### src/rtl/fetch_unit.sv
// Triangle fetch engine: reads nine vertex coordinate words and one color word
// over a single-outstanding request/grant/rvalid port and commits them atomically.
module fetch_unit #(
    parameter int ADDR_WIDTH  = 32,
    parameter int COORD_WIDTH = 16,
    parameter int COLOR_WIDTH = 16
) (
    input  logic                                   clk,
    input  logic                                   reset,
    input  logic                                   fetch_start,
    input  logic [ADDR_WIDTH-1:0]                  curr_addr_vertex,
    input  logic [ADDR_WIDTH-1:0]                  curr_addr_color,
    output logic [2:0][2:0][COORD_WIDTH-1:0]       fetch_vertexes,
    output logic [COLOR_WIDTH-1:0]                 fetch_color,
    output logic                                   fetch_eoc,
    output logic                                   fetch_overrun,
    output logic                                   mem_req,
    output logic [ADDR_WIDTH-1:0]                  mem_addr,
    input  logic                                   mem_gnt,
    input  logic                                   mem_rvalid,
    input  logic [COORD_WIDTH-1:0]                 mem_rdata
);

    typedef enum logic [1:0] {IDLE, REQ, WAIT} state_t;

    state_t                  state_reg;
    logic [3:0]              k_reg;
    logic [ADDR_WIDTH-1:0]   vbase_reg;
    logic [ADDR_WIDTH-1:0]   cbase_reg;
    logic                    mem_req_reg;
    logic [ADDR_WIDTH-1:0]   mem_addr_reg;
    logic                    eoc_reg;
    logic                    overrun_reg;
    logic [COORD_WIDTH-1:0]  shadow_reg [0:8];
    logic [COORD_WIDTH-1:0]  vert_reg   [0:8];
    logic [COLOR_WIDTH-1:0]  color_reg;
    logic [ADDR_WIDTH-1:0]   addr_next;

    // Address of word k+1: the color word follows the ninth coordinate.
    always_comb begin
        addr_next = vbase_reg + ADDR_WIDTH'({k_reg + 4'd1, 1'b0});
        if (k_reg == 4'd8) begin
            addr_next = cbase_reg;
        end
    end

    always_ff @(posedge clk) begin
        if (reset) begin
            state_reg    <= IDLE;
            k_reg        <= 4'd0;
            vbase_reg    <= '0;
            cbase_reg    <= '0;
            mem_req_reg  <= 1'b0;
            mem_addr_reg <= '0;
            eoc_reg      <= 1'b1;
            overrun_reg  <= 1'b0;
            color_reg    <= '0;
            for (int i = 0; i < 9; i++) begin
                shadow_reg[i] <= '0;
                vert_reg[i]   <= '0;
            end
        end else begin
            if (fetch_start && (state_reg != IDLE)) begin
                overrun_reg <= 1'b1;
            end
            case (state_reg)
                IDLE: begin
                    if (fetch_start) begin
                        state_reg    <= REQ;
                        k_reg        <= 4'd0;
                        vbase_reg    <= curr_addr_vertex;
                        cbase_reg    <= curr_addr_color;
                        mem_req_reg  <= 1'b1;
                        mem_addr_reg <= curr_addr_vertex;
                        eoc_reg      <= 1'b0;
                    end
                end
                REQ: begin
                    if (mem_gnt) begin
                        state_reg    <= WAIT;
                        mem_req_reg  <= 1'b0;
                        mem_addr_reg <= '0;
                    end
                end
                WAIT: begin
                    if (mem_rvalid) begin
                        if (k_reg == 4'd9) begin
                            // Final word: publish the whole triangle in one edge.
                            state_reg <= IDLE;
                            eoc_reg   <= 1'b1;
                            color_reg <= mem_rdata;
                            for (int i = 0; i < 9; i++) begin
                                vert_reg[i] <= shadow_reg[i];
                            end
                        end else begin
                            state_reg         <= REQ;
                            shadow_reg[k_reg] <= mem_rdata;
                            k_reg             <= k_reg + 4'd1;
                            mem_req_reg       <= 1'b1;
                            mem_addr_reg      <= addr_next;
                        end
                    end
                end
                default: begin
                    state_reg <= IDLE;
                end
            endcase
        end
    end

    generate
        for (genvar gi = 0; gi < 9; gi++) begin : g_vert
            assign fetch_vertexes[gi / 3][gi % 3] = vert_reg[gi];
        end
    endgenerate

    assign fetch_color   = color_reg;
    assign fetch_eoc     = eoc_reg;
    assign fetch_overrun = overrun_reg;
    assign mem_req       = mem_req_reg;
    assign mem_addr      = mem_addr_reg;

endmodule

### config.mk
export PLATFORM = sky130hd
export DESIGN_NAME = fetch_unit
export DESIGN_NICKNAME = d
export VERILOG_FILES = /design/src/rtl/fetch_unit.sv
export SDC_FILE = /design/constraint.sdc
export NUM_CORES = 1
export LEC_CHECK = 0
export CAP_MARGIN = 10
export CORE_ASPECT_RATIO = 2
export CORE_UTILIZATION = 40
export DETAILED_ROUTE_END_ITERATION = 8
export GPL_TIMING_DRIVEN = 0
export HOLD_SLACK_MARGIN = 0.03
export PLACE_DENSITY = 0.75
export SETUP_SLACK_MARGIN = 0.1
export SLEW_MARGIN = 25
export SYNTH_ARGS = -nofsm -noshare
export SYNTH_HDL_FRONTEND = slang
export SYNTH_SLANG_ARGS = --single-unit
### constraint.sdc
create_clock -name clk -period 5.09 [get_ports clk]
set_input_delay 0.7635 -clock clk [delete_from_list [all_inputs] [get_ports clk]]
set_output_delay 0.7635 -clock clk [all_outputs]
set_load 0.05 [all_outputs]
==> results of run 1 <==
[path summary, 6_finish.rpt]
kind	slack (ns)	from	to
worst max register to register	1.10	k_reg[0]$_SDFFE_PP0P_	mem_addr[5]$_SDFFE_PP0P_
worst max-delay path	1.10	k_reg[0]$_SDFFE_PP0P_	mem_addr[5]$_SDFFE_PP0P_
worst min-delay path	0.45	cbase_reg[11]$_SDFFE_PP0P_	cbase_reg[11]$_SDFFE_PP0P_
worst min register to register	0.45	cbase_reg[11]$_SDFFE_PP0P_	cbase_reg[11]$_SDFFE_PP0P_
[critical path, delay by kind of cell (launching register included)]
kind,cells,cell delay (ns)
AO/OA/AOI/OAI,3,1.15
XOR/XNOR,2,0.32
adder cells (fa/ha/maj),2,0.46
buffers and inverters,2,0.86
flip-flops,1,0.41
AND/OR/NAND/NOR,2,0.64
[layout make-up]
type,instances,area [um2],share of cell area [%]
clock inverter,17,163,0.776
buffer,92,365,1.74
multi-input combinational,840,4860,23.2
timing repair buffer,281,2850,13.6
clock buffer,46,927,4.42
inverter,17,63.8,0.304
tap,530,663,3.16
sequential,409,11100,52.8
[routing by layer]
layer / vias to the layer above / track usage (%) / share of wire [%]
met1: 5511 / 20.3 / 33
met4: 0 / 13.7 / 5.9
met3: 132 / 2.66 / 4.4
met2: 453 / 44.8 / 57
li1: 5409 / - / -
met5: - / 0 / 0
[cells by family after synthesis]
| group | after synthesis |
|---|---|
| simple gates | 585 |
| flops | 409 |
| compound gates | 213 |
| buf+inv | 109 |
| xor+xnor | 27 |
| fa+ha+maj | 14 |
| mux | 1 |
[per-stage QoR]
step / util, % / hold slack [ns]
after detailed placement: 49.4 / 0.444
after global placement: 49.2 / 0.442
after CTS: 52.1 / 0.453
after global routing: 52.1 / 0.475
after floorplan: - / 0.433
final: 52.1 / 0.455
[synth_stat cells (8+ instances only)]
| cell type | number | share of area (%) |
|---|---|---|
| a211oi_1 | 26 | 1.2 |
| a21o_1 | 13 | 0.60 |
| a21oi_1 | 116 | 3.6 |
| a222oi_1 | 8 | 0.49 |
| and2_1 | 195 | 7.5 |
| and3_1 | 102 | 3.9 |
| buf_2 | 9 | 0.28 |
| clkbuf_1 | 76 | 1.7 |
| dfxtp_1 | 121 | 15 |
| edfxtp_1 | 288 | 53 |
| ha_1 | 13 | 0.99 |
| inv_1 | 16 | 0.37 |
| nand2_1 | 190 | 4.4 |
| nand3_1 | 9 | 0.28 |
| nor2_1 | 48 | 1.1 |
| nor3_1 | 10 | 0.31 |
| o21ai_0 | 17 | 0.52 |
| xnor2_1 | 15 | 0.80 |
| xor2_1 | 12 | 0.64 |
[power by group through the flow]
| stage | Sequential (uW) | Combinational [uW] | Clock (uW) |
|---|---|---|---|
| after detailed placement | 4150 | 2310 | 0 |
| after floorplan | 4740 | 812 | 0 |
| after CTS | 4080 | 2320 | 2640 |
| after global placement | 4150 | 2280 | 0 |
| final | 4080 | 2320 | 2590 |
| after global routing | 4120 | 2450 | 2740 |
[cells in the final DEF (no fill, tap or decap), drive strengths merged, types with 3 or more instances in the layout]
cell,synthesis,routed
edfxtp,288,288
clkdlybuf4s50,0,278
and2,195,195
nand2,190,190
clkbuf,78,124
dfxtp,121,121
a21oi,116,116
and3,102,102
nor2,49,49
a211oi,26,26
o21ai,19,19
inv,17,17
buf,14,17
xnor2,15,15
a21o,13,13
ha,13,13
xor2,12,12
nor3,10,10
nand3,9,9
clkinv,0,9
a222oi,8,8
clkinvlp,0,6
and4,5,5
or3,4,4
a22oi,4,4
a221o,4,4
nor2b,3,3
or2,3,3
a221oi,3,3
a311o,3,3
a31oi,3,3
==> reports/results.ini, run 1 <==
[status]
status=finished clean

[power]
power_leakage_uw=0.00774
internal_power_uw=6000
p_sw_uw=2990
pwr-share-clk_pct=28.8
power_density_mw_per_mm2=429
combPwrFrac_pct=25.8
fin_total_pwr_uw=8990
switching_share_pct=33.3
p_seq_share_pct=45.4
ir_worst_vdd_uv=397

[layout]
drive_above_1_share_pct=4.41
fin_nets=1775
design_area_mm2=0.0210
num-fill-cells=3390
syn2layout_area_growth_pct=28.2
antennaDiodeCount=0
instances_no_fill=2232

[timing]
max_slew.worst_pin.slew_ns=0.924
finalHoldViolCount=0
setup_tns_ns=0
setup_viol_count_final=0
relSlewSlack_pct=38.0
finalClockSkew_ns=0.0195
finalWorstSetupSlack_ns=1.10
rsz0062_at_grt=no
fin_crit_ns=3.99
maxSlewViolCount=0
fmax_ghz=0.250
fin_crit_sh_pct=78.4

[floorplan]
dieArea_mm2=0.0417
num_io_pins=280
num_rows=104
initial_core_util_pct=40.7
core_mm2=0.0402
die-width_um=145
die_h_um=288

[synth]
ys_ff_latch=409
synth_top_flop_cell=edfxtp_1
synth-seq-area-share_pct=67.7
synth_nets=1457
synth_xor_area_share_pct=1.45
synth_fa_ha_area_share_pct=1.12
ys_types=59
synth_compound_area_share_pct=8.12
synth_area_mm2=0.0164
synth-simple-area-share_pct=18.9
synthArstFlopShare_pct=0
synthMuxAreaShare_pct=0.0612
synthesis.instances=1358
synth_warnings=0
syn_area_per_cell_um2=12.0
synth_top_family_by_area=simple AND/OR/NAND/NOR gates
synth_enable_flop_cells=288

[routing]
avgRoutedWirePerCell_um=20.7
wl_um=46200
vias=11500
final_antenna_net_count=0
drt-vias-per-instance=5.15
dr.pass1.iters=5
drc=0
drt_iter0_drc=521

[placed_design]
placed_area_mm2=0.0199
portBuffers=278
place_ws_ns=1.07
dp_hpwl_um=34800
place_congestion=0.900
placed_cells=2169

[clock_tree]
cts.repair_timing.setup_buffer_count=0
cts.clk_slew.worst_paths_ns=0.07
clock_path_buffers=3
cts_resized=0
cts-root-buf=clkbuf_16
cts_hold_buffers=0
cts_sinks=409
cts_tree=done
cts_inserted_buffers=35
clk_latency_ns=0.53
htreeDepth=2

[grt]
overflow=0
grt_max_degree=48
grt_pass1_wl_um=68200
grt_pass1_vias=11600
grt_usage_pct=22.1
antenna_found_initial=0

[hold_path]
whs_path_depth=2
min_path_type=reg2reg

[critical_path]
worstSetupPathType=reg2reg
critPathSlowestCell=o21ai_1
max_stage_delay_ns=0.71
arrival_ns=4.37
critPathCaptureType=flip-flop
path_max_fanout=10
start_kind=flip-flop
r2r_cells=11
crit_chain=ha_1 -> clkbuf_1 -> clkbuf_1 -> xor2_1 -> ha_1 -> nor2b_1 -> o21ai_1 -> and2_1 -> xnor2_1 -> a222oi_1 -> a211oi_1
required_ns=5.47

[flow_run]
drv_cap=0

No activity file was read; power rests on OpenSTA's default activity.
==> run 2, diff against run 1 <==
--- a/config.mk
+++ b/config.mk
@@ -11,7 +11,7 @@
 export DETAILED_ROUTE_END_ITERATION = 8
 export GPL_TIMING_DRIVEN = 0
 export HOLD_SLACK_MARGIN = 0.03
-export PLACE_DENSITY = 0.75
+export PLACE_DENSITY = 0.72
 export SETUP_SLACK_MARGIN = 0.1
 export SLEW_MARGIN = 25
 export SYNTH_ARGS = -nofsm -noshare
==> constraint.sdc (replaced) <==
create_clock -name clk -period 3.7 [get_ports clk]
set_input_delay 0.555 -clock clk [delete_from_list [all_inputs] [get_ports clk]]
set_output_delay 0.555 -clock clk [all_outputs]
set_load 0.05 [all_outputs]
==> run 2 against run 1 <==
Compared with the run above:
- fmax is 17% higher
- first-iteration DRC count is 4.8% higher
- die area is the same
- clock-buffer cell count unchanged
- flip-flop and latch count stayed put
- global-route usage down 0.53 points
- sequential share of layout area fell by 0.28 points
- largest power group unchanged
==> reports/results.ini, run 2 (synthesis gave the netlist of run 1 again) <==
[grt]
antenna_found_initial=0  ; unchanged
grt_usage_pct=21.5  ; was 22.1%
grt_max_degree=58  ; was 48
grt_pass1_vias=11300  ; was 11600
overflow=0  ; unchanged
grt_pass1_wl_um=66600  ; was 68200 um

[timing]
fin_crit_ns=3.40  ; was 3.99 ns
max_slew.worst_pin.slew_ns=0.853  ; was 0.924 ns
maxSlewViolCount=0  ; unchanged
rsz0062_at_grt=no  ; unchanged
finalWorstSetupSlack_ns=0.299  ; was 1.10 ns
finalHoldViolCount=0  ; unchanged
finalClockSkew_ns=0.0157  ; was 0.0195 ns
setup_viol_count_final=0  ; unchanged
fmax_ghz=0.294  ; was 0.250 GHz
relSlewSlack_pct=43.1  ; was 38.0%
fin_crit_sh_pct=91.9  ; was 78.4%
setup_tns_ns=0  ; unchanged

[clock_tree]
cts_tree=done  ; unchanged
cts.repair_timing.setup_buffer_count=0  ; unchanged
cts.clk_slew.worst_paths_ns=0.07  ; about the same
cts_sinks=409  ; unchanged
htreeDepth=2  ; unchanged
cts_inserted_buffers=36  ; was 35
cts_hold_buffers=0  ; unchanged
clk_latency_ns=0.53  ; about the same
cts-root-buf=clkbuf_16  ; unchanged
clock_path_buffers=3  ; unchanged

[critical_path]
path_max_fanout=10  ; unchanged
worstSetupPathType=reg2reg  ; unchanged
arrival_ns=3.84  ; was 4.37 ns
max_stage_delay_ns=0.58  ; was 0.71 ns
critPathCaptureType=flip-flop  ; unchanged
start_kind=flip-flop  ; unchanged
critPathSlowestCell=or4_1  ; was o21ai_1
required_ns=4.14  ; was 5.47 ns
crit_chain=ha_1 -> clkbuf_4 -> buf_4 -> xor2_1 -> ha_2 -> o21ai_1 -> o21a_1 -> buf_2 -> or4_1 -> clkbuf_2 -> nor3_1 -> o221ai_1 -> a211oi_1  ; was ha_1 -> clkbuf_1 -> clkbuf_1 -> xor2_1 -> ha_1 -> nor2b_1 -> o21ai_1 -> and2_1 -> xnor2_1 -> a222oi_1 -> a211oi_1

[routing]
drc=0  ; unchanged
dr.pass1.iters=8  ; was 5
final_antenna_net_count=0  ; unchanged
drt-vias-per-instance=5.11  ; was 5.15
vias=11400  ; was 11500
drt_iter0_drc=546  ; was 521
avgRoutedWirePerCell_um=20.2  ; was 20.7 um
wl_um=45100  ; was 46200 um

[power]
power_leakage_uw=0.00781  ; was 0.00774 uW
p_seq_share_pct=44.3  ; was 45.4%
pwr-share-clk_pct=30.5  ; was 28.8%
combPwrFrac_pct=25.1  ; was 25.8%
p_sw_uw=4120  ; was 2990 uW
ir_worst_vdd_uv=585  ; was 397 uV
power_density_mw_per_mm2=601  ; was 429 mW/mm2
internal_power_uw=8540  ; was 6000 uW
switching_share_pct=32.6  ; was 33.3%

[floorplan]
core_mm2=0.0402  ; unchanged
dieArea_mm2=0.0417  ; unchanged
initial_core_util_pct=40.7  ; unchanged
num_rows=104  ; unchanged
die_h_um=288  ; unchanged
die-width_um=145  ; unchanged
num_io_pins=280  ; unchanged

[flow_run]
drv_cap=0  ; unchanged

[hold_path]
min_path_type=reg2reg  ; unchanged

[placed_design]
dp_hpwl_um=34000  ; was 34800 um
portBuffers=278  ; unchanged
place_congestion=0.939  ; was 0.900
placed_cells=2168  ; was 2169
place_ws_ns=-0.216  ; was 1.07 ns

[status]
status=finished clean  ; unchanged

[layout]
layout_common_cells=288 x edfxtp_1, 278 x clkdlybuf4s50_1, 195 x and2_1, 190 x nand2_1, 121 x dfxtp_1  ; unchanged
drive_above_1_share_pct=4.82  ; was 4.41%
syn2layout_area_growth_pct=28.9  ; was 28.2%
fin_nets=1775  ; unchanged
antennaDiodeCount=0  ; unchanged
final_common_cell=edfxtp_1  ; unchanged
instances_no_fill=2232  ; unchanged

==> run 2: cell count changes in the layout (fill, tap and decap cells not counted), moves of 2 or more <==
cell | before | now
buf_12 | 2 | 0
clkinv_8 | 2 | 0
inv_6 | 0 | 3
clkbuf_16 | 35 | 37
clkinvlp_2 | 2 | 0
bufinv_16 | 2 | 5
clkbuf_1 | 86 | 82
==> run 2: cell type report <==
class | instances | area, um2
inverters | 17 | 63.8
well taps | 530 | 663
fillers | 3464 | 19100
repair buffers | 280 | 2840
clock buffers | 46 | 970
clock inverters | 18 | 230
flip-flops and latches | 409 | 11100
multi-input cells | 840 | 4870
plain buffers | 92 | 373
==> run 2: final timing paths <==
kind                         startpoint                    endpoint  slack, ns  cells past startpoint
min reg2reg  cbase_reg[17]$_SDFFE_PP0P_  cbase_reg[17]$_SDFFE_PP0P_       0.45                      2
max reg2reg       k_reg[0]$_SDFFE_PP0P_   mem_addr[22]$_SDFFE_PP0P_       0.30                     13
max               k_reg[0]$_SDFFE_PP0P_   mem_addr[22]$_SDFFE_PP0P_       0.30                     13
min          cbase_reg[17]$_SDFFE_PP0P_  cbase_reg[17]$_SDFFE_PP0P_       0.45                      2
==> run 2: per-stage QoR <==
step	total power (uW)	cell area, um2	hold slack [ns]	utilization, %
after floorplan	7640	16400	0.433	-
after global placement	8830	19800	0.442	49.2
after detailed placement	8870	19900	0.446	49.4
after CTS	12700	21100	0.455	52.4
after global routing	13100	21100	0.474	52.4
final	12700	21100	0.454	52.4
==> run 2: worst max-delay path, delay by kind of cell (launching register included) <==
kind,cells,cell delay (ns)
simple gates,2,0.79
buf+inv,4,0.76
compound gates,4,0.65
fa+ha+maj,2,0.58
flops,1,0.35
xor+xnor,1,0.16
==> run 2: power by group through the flow <==
| stage | Clock (uW) | Combinational, uW | Sequential, uW |
|---|---|---|---|
| finish | 3860 | 3190 | 5620 |
| CTS | 3920 | 3180 | 5610 |
| floorplan | 0 | 1120 | 6530 |
| detailed placement | 0 | 3160 | 5700 |
| global placement | 0 | 3120 | 5710 |
| global route | 4080 | 3360 | 5660 |
==> run 2: routing by layer <==
| metal | up-vias | wire, um | track usage, % |
|---|---|---|---|
| met5 | - | 0 | 0 |
| li1 | 5415 | - | - |
| met1 | 5413 | 14300 | 19.7 |
| met3 | 131 | 2250 | 2.74 |
| met4 | 0 | 2690 | 13.9 |
| met2 | 450 | 25900 | 43.6 |
==> run 2: what timing repair did <==
action	in CTS	in global routing
endpoints found under the hold margin	0	0
endpoints found under the setup margin	16	4
gates resized for setup	3	6
